File: config.mk
export PLATFORM = sky130hd
export DESIGN_NAME = if_fetch
export DESIGN_NICKNAME = d
export VERILOG_FILES = /design/src/rtl/if_fetch.sv
export SDC_FILE = /design/constraint.sdc
export NUM_CORES = 1
export LEC_CHECK = 0
export BUFFER_PORTS_ARGS = -buffer_cell sky130_fd_sc_hd__buf_2
export CAP_MARGIN = 10
export CORE_ASPECT_RATIO = 0.6
export CORE_MARGIN = 1.5
export CORE_UTILIZATION = 36
export CTS_CLUSTER_DIAMETER = 200
export DETAILED_ROUTE_END_ITERATION = 16
export PLACE_DENSITY = 0.63
export RECOVER_POWER = 25
export SYNTH_ARGS = -nofsm -noshare
export SYNTH_HDL_FRONTEND = slang
export SYNTH_SLANG_ARGS = --single-unit
export TNS_END_PERCENT = 100
File: constraint.sdc
create_clock -name clk -period 2.9 [get_ports clk]
set_input_delay 0.29 -clock clk [delete_from_list [all_inputs] [get_ports clk]]
set_output_delay 0.29 -clock clk [all_outputs]
set_load 0.1 [all_outputs]
File: src/rtl/if_fetch.sv
// Instruction-fetch stage: fetches 32-bit instructions one byte per cycle over
// a shared byte-wide synchronous memory port, assembles them little-endian and
// presents them to decode. A one-entry holding buffer keeps a completed fetch
// while the output is stalled; a branch redirect flushes everything in flight.
module if_fetch #(
    parameter logic [31:0] RESET_PC = 32'h0000_0000
) (
    input  logic        clk,
    input  logic        rst,
    input  logic        stall_i,
    input  logic        branch_flag_i,
    input  logic [31:0] branch_target_i,
    input  logic        mem_busy_i,
    input  logic [7:0]  mem_din_i,
    output logic [31:0] mem_a_o,
    output logic        mem_rd_o,
    output logic [31:0] pc_o,
    output logic [31:0] inst_o,
    output logic        inst_valid_o
);

    logic [31:0]     pc_q, pc_d;
    logic [2:0]      iss_q, iss_d;
    logic [2:0]      rcv_q, rcv_d;
    logic            rd_q, rd_d;
    logic [2:0][7:0] byte_q, byte_d;
    logic            buf_valid_q, buf_valid_d;
    logic [31:0]     buf_pc_q, buf_pc_d;
    logic [31:0]     buf_inst_q, buf_inst_d;
    logic [31:0]     out_pc_q, out_pc_d;
    logic [31:0]     out_inst_q, out_inst_d;
    logic            out_valid_q, out_valid_d;

    logic        issue;
    logic        complete;
    logic        consume;
    logic        out_free;
    logic [31:0] word;

    // Memory request: one byte per cycle while the word is incomplete and the buffer is empty
    always_comb begin
        issue    = !rst && !branch_flag_i && !mem_busy_i && (iss_q < 3'd4) && !buf_valid_q;
        mem_rd_o = issue;
        mem_a_o  = rst ? RESET_PC : pc_q + 32'(iss_q);
    end

    // Next-state: byte capture, word completion, output/buffer handoff, branch flush
    always_comb begin
        pc_d        = pc_q;
        iss_d       = iss_q;
        rcv_d       = rcv_q;
        rd_d        = rd_q;
        byte_d      = byte_q;
        buf_valid_d = buf_valid_q;
        buf_pc_d    = buf_pc_q;
        buf_inst_d  = buf_inst_q;
        out_pc_d    = out_pc_q;
        out_inst_d  = out_inst_q;
        out_valid_d = out_valid_q;

        complete = rd_q && (rcv_q == 3'd3);
        word     = {mem_din_i, byte_q[2], byte_q[1], byte_q[0]};
        consume  = out_valid_q && !stall_i;
        out_free = !out_valid_q || !stall_i;

        if (branch_flag_i) begin
            // Clearing rd_q drops the byte still in flight from before the redirect
            pc_d        = branch_target_i;
            iss_d       = '0;
            rcv_d       = '0;
            rd_d        = 1'b0;
            buf_valid_d = 1'b0;
            out_valid_d = 1'b0;
        end else begin
            rd_d = issue;
            if (issue) begin
                iss_d = iss_q + 3'd1;
            end
            if (rd_q && !complete) begin
                byte_d[rcv_q[1:0]] = mem_din_i;
                rcv_d              = rcv_q + 3'd1;
            end
            if (complete) begin
                pc_d  = pc_q + 32'd4;
                iss_d = '0;
                rcv_d = '0;
            end

            // Issue is blocked while the buffer is full, so a completion never
            // coincides with a buffer drain.
            if (consume && buf_valid_q) begin
                out_pc_d    = buf_pc_q;
                out_inst_d  = buf_inst_q;
                out_valid_d = 1'b1;
                buf_valid_d = 1'b0;
            end else if (complete && out_free) begin
                out_pc_d    = pc_q;
                out_inst_d  = word;
                out_valid_d = 1'b1;
            end else if (complete) begin
                buf_pc_d    = pc_q;
                buf_inst_d  = word;
                buf_valid_d = 1'b1;
            end else if (consume) begin
                out_valid_d = 1'b0;
            end
        end
    end

    // State registers with synchronous reset
    always_ff @(posedge clk) begin
        if (rst) begin
            pc_q        <= RESET_PC;
            iss_q       <= '0;
            rcv_q       <= '0;
            rd_q        <= 1'b0;
            byte_q      <= '0;
            buf_valid_q <= 1'b0;
            buf_pc_q    <= '0;
            buf_inst_q  <= '0;
            out_pc_q    <= '0;
            out_inst_q  <= '0;
            out_valid_q <= 1'b0;
        end else begin
            pc_q        <= pc_d;
            iss_q       <= iss_d;
            rcv_q       <= rcv_d;
            rd_q        <= rd_d;
            byte_q      <= byte_d;
            buf_valid_q <= buf_valid_d;
            buf_pc_q    <= buf_pc_d;
            buf_inst_q  <= buf_inst_d;
            out_pc_q    <= out_pc_d;
            out_inst_q  <= out_inst_d;
            out_valid_q <= out_valid_d;
        end
    end

    assign pc_o         = out_pc_q;
    assign inst_o       = out_inst_q;
    assign inst_valid_o = out_valid_q;

endmodule

==> metrics.log <==
[metrics] number of synthesized flops with an enable pin: 0
[metrics] maximum root-to-sink buffer count: 2
[metrics] global router's overall resource usage: 20.63%
[metrics] Initial Utilization: 36.81%
[metrics] DRC viols: 0
[metrics] Synth top area share: 43.23%
[metrics] routability congestion estimate: 0.8583
[metrics] hold buffer count at CTS: 0
[metrics] via count: 8114
[metrics] endpoints failing hold: 0
[metrics] Worst Path Class, Setup: reg2out
[metrics] antenna-violating nets left: 0
[metrics] violations in the final reports: setup timing
[metrics] GR Overflow Total: 0
[metrics] Worst Tran Pin Value: 1.299 ns
[metrics] cell area reported after detailed placement: 0.01047 mm²
[metrics] clock sink total: 193
[metrics] DRC violation total after the first TritonRoute iteration: 848
[metrics] post-synth top area cell: sky130_fd_sc_hd__dfxtp_1
[metrics] root buffer cell: sky130_fd_sc_hd__clkbuf_16
[metrics] skew final: 0.009015 ns
[metrics] detailed-route wire length per cell: 17.94 µm
[metrics] Synth Cell Area: 0.008937 mm²
[metrics] Relative slew margins: 13.77%
[metrics] Top Ports: 143
[metrics] clock slew at the register clock pins of the worst setup and hold paths: 0.07 ns
[metrics] minimum clock period after layout: 3.037 ns
[metrics] clock network latency to the later pin of the worst-skew pair: 0.44 ns
[metrics] critical path fanouts, max: 5
[metrics] vias per cell: 5.417
[metrics] CTS buffer count: 17
[metrics] max-slew violation count: 0
[metrics] CP Launch Type: flop
[metrics] diode insertion count for antenna repair: 0
[metrics] Final Worst Setup Slack: -0.1373 ns
[metrics] half-perimeter wire length of the detailed placement result: 18230 µm
[metrics] maximum number of pins on one net before global-route repair: 139
[metrics] count of standard-cell rows: 44
[metrics] P_leak: 4.056 nW
[metrics] first-pass GRT wire length: 41440 µm
[metrics] Hold/Removal Path Class: in2reg
[metrics] share of cells above drive strength 1: 19.90%
[metrics] TritonCTS clock tree: done
[metrics] syn avg cell area: 8.392 µm²
[metrics] Max Clk Rate: 329.2 MHz
[metrics] Yosys cell types: 44
[metrics] die height: 125.0 µm
[metrics] number of maximum-capacitance constraint violations: 0
[metrics] RSZ-0062 raised after global routing: true
[metrics] setup violation total in the final timing report: 10
[metrics] PortBufs: 142
[metrics] post-synthesis cell count: 1065
[metrics] Hold Worst Slack: 0.08692 ns
[metrics] Total Wirelength: 26880 µm
[metrics] Area Overhead vs Synth: 25.76%
[metrics] power density over the cells: 502.4 mW/mm²
[metrics] count of warnings emitted by yosys: 0
[metrics] maximum VDD drop: 0.0002850 V
[metrics] Horiz. Die Dim: 206.4 µm
[metrics] number of detailed-route iterations in the first pass: 5
[metrics] final cell area excluding filler cells: 0.01124 mm²
[metrics] Synth async-reset ratio: 0%
[metrics] type of element capturing the critical path: primary output
[metrics] Synth Register Bits: 193
[metrics] CP required: 2.61 ns
[metrics] outcome: finished with violations
[metrics] Period Utilization, post-route: 104.7%
[metrics] NumNets Final: 1221
[metrics] most numerous cell types in the synthesized netlist: sky130_fd_sc_hd__dfxtp_1, sky130_fd_sc_hd__nand2_1, sky130_fd_sc_hd__nor2_1, sky130_fd_sc_hd__mux2i_1, sky130_fd_sc_hd__a21oi_1
[metrics] antenna violations before repair: 0
[metrics] proportion of synthesized chip area in sequential cells: 43.23%
[metrics] Post-Synthesis Net Count: 1121
[metrics] data arrival time at the worst-slack endpoint: 2.75 ns
[metrics] biggest area contributors in the synthesized netlist: sky130_fd_sc_hd__dfxtp_1, sky130_fd_sc_hd__mux2i_1, sky130_fd_sc_hd__nand2_1
[metrics] summed negative setup slack over all endpoints: -0.7567 ns
[metrics] number of global-route vias before repair: 7161
[metrics] full die area: 0.02581 mm²
[metrics] predominant post-synthesis flop cell: sky130_fd_sc_hd__dfxtp_1
[metrics] post-layout utilization of the core: 46.29%
[metrics] Clock H-tree levels: 4
[metrics] area inside the core boundary: 0.02428 mm²
[metrics] most common cell in the netlist: sky130_fd_sc_hd__dfxtp_1
-- flip-flops by register name (all words and copies together), names as in the netlist, 3 cells and up --
register,flops
byte_q,24
buf_inst_q,32
iss_q,3
rcv_q,3
pc_q,32
buf_pc_q,32
inst_o,32
pc_o,32
-- critical path: stages (launching register included) --
cell and delay (ns):
sky130_fd_sc_hd__dfxtp_2 0.36, sky130_fd_sc_hd__ha_4 0.14, sky130_fd_sc_hd__inv_2 0.04, sky130_fd_sc_hd__fa_2 0.38
sky130_fd_sc_hd__nor2b_4 0.19, sky130_fd_sc_hd__buf_4 0.14, sky130_fd_sc_hd__buf_6 0.11, sky130_fd_sc_hd__o2111ai_2 0.13
sky130_fd_sc_hd__nor4_2 0.31, sky130_fd_sc_hd__mux2_4 0.35, sky130_fd_sc_hd__buf_12 0.17
-- worst paths after layout --
check | cells after the start | start | slack, ns | end
setup / recovery | 10 | pc_q[0]$_SDFFE_PP0P_ | -0.14 | mem_a_o[30]
hold / removal | 2 | branch_target_i[4] | 0.09 | pc_q[4]$_SDFFE_PP0N_
setup reg to reg | 6 | rcv_q[0]$_SDFFE_PP0N_ | 0.28 | pc_q[26]$_SDFFE_PP0N_
hold reg to reg | 2 | buf_inst_q[22]$_SDFFE_PP0P_ | 0.45 | buf_inst_q[22]$_SDFFE_PP0P_
-- through the flow --
step           power, mW  std cells  setup slack [ns]
2_1_floorplan      3.162       1065         0.0009011
3_3_place_gp       3.371       1460            0.1868
3_5_place_dp       3.374       1460            0.1652
4_1_cts            5.674       1495           -0.1036
5_1_grt            5.830       1498           -0.2020
6_report           5.647       1498           -0.1373
-- power breakdown --
part	switching, mW	internal, mW
sequential	0.0793	2.69
clock	1.07	1.23
combinational	0.389	0.190
-- per-layer routing --
layer / global-route usage (%) / share of wire [%] / vias up
met3: 5.083 / 6.9 / 20
met5: 0 / 0 / -
met2: 26.24 / 39 / 257
met1: 33.75 / 53 / 3866
met4: 4.007 / 0.71 / 0
li1: - / - / 3971
-- area by class of cell --
| cell class | instances | area [µm²] |
|---|---|---|
| sequential | 193 | 3895 |
| inverter | 14 | 52.55 |
| tap | 322 | 402.9 |
| multi-input combinational | 752 | 4938 |
| fill | 2369 | 13040 |
| clock inverter | 10 | 102.6 |
| timing repair buffer | 187 | 1391 |
| clock buffer | 20 | 456.7 |
-- cells by family (layout without fill, tap and decap cells) --
logic type,count (synthesis),after routing,share of synthesized area [%]
compound gates,227,227,16.66
xor+xnor,16,16,1.568
fa+ha+maj,11,11,1.624
buf+inv,120,231,5.432
flops,193,193,43.23
mux,97,97,10.95
simple gates,401,401,20.54
-- timing repair --
item / 4_1_cts / 5_1_grt
setup endpoints to repair: 24 / 22
hold endpoints to repair: 0 / 0
cloned: 1 / 0
pin swaps: 8 / 12
gates resized for setup: 40 / 27
setup buffers: 4 / 3
-- layout by cell type (no fill, tap or decap), types with 8 or more instances in the layout --
master	count
sky130_fd_sc_hd__dfxtp_1	172
sky130_fd_sc_hd__nand2_1	150
sky130_fd_sc_hd__nor2_1	133
sky130_fd_sc_hd__mux2i_1	91
sky130_fd_sc_hd__a21oi_1	74
sky130_fd_sc_hd__a211oi_1	71
sky130_fd_sc_hd__clkbuf_1	64
sky130_fd_sc_hd__buf_2	53
sky130_fd_sc_hd__buf_4	37
sky130_fd_sc_hd__buf_12	27
sky130_fd_sc_hd__or4_1	20
sky130_fd_sc_hd__a311oi_1	20
sky130_fd_sc_hd__or3_1	19
sky130_fd_sc_hd__dfxtp_2	19
sky130_fd_sc_hd__o31ai_1	17
sky130_fd_sc_hd__clkbuf_16	17
sky130_fd_sc_hd__o21ai_0	15
sky130_fd_sc_hd__inv_1	12
sky130_fd_sc_hd__xnor2_1	11
sky130_fd_sc_hd__nand4_1	10
sky130_fd_sc_hd__nor2b_1	9
sky130_fd_sc_hd__a21oi_4	9
sky130_fd_sc_hd__ha_1	8
(Power assumes the default switching activity.)
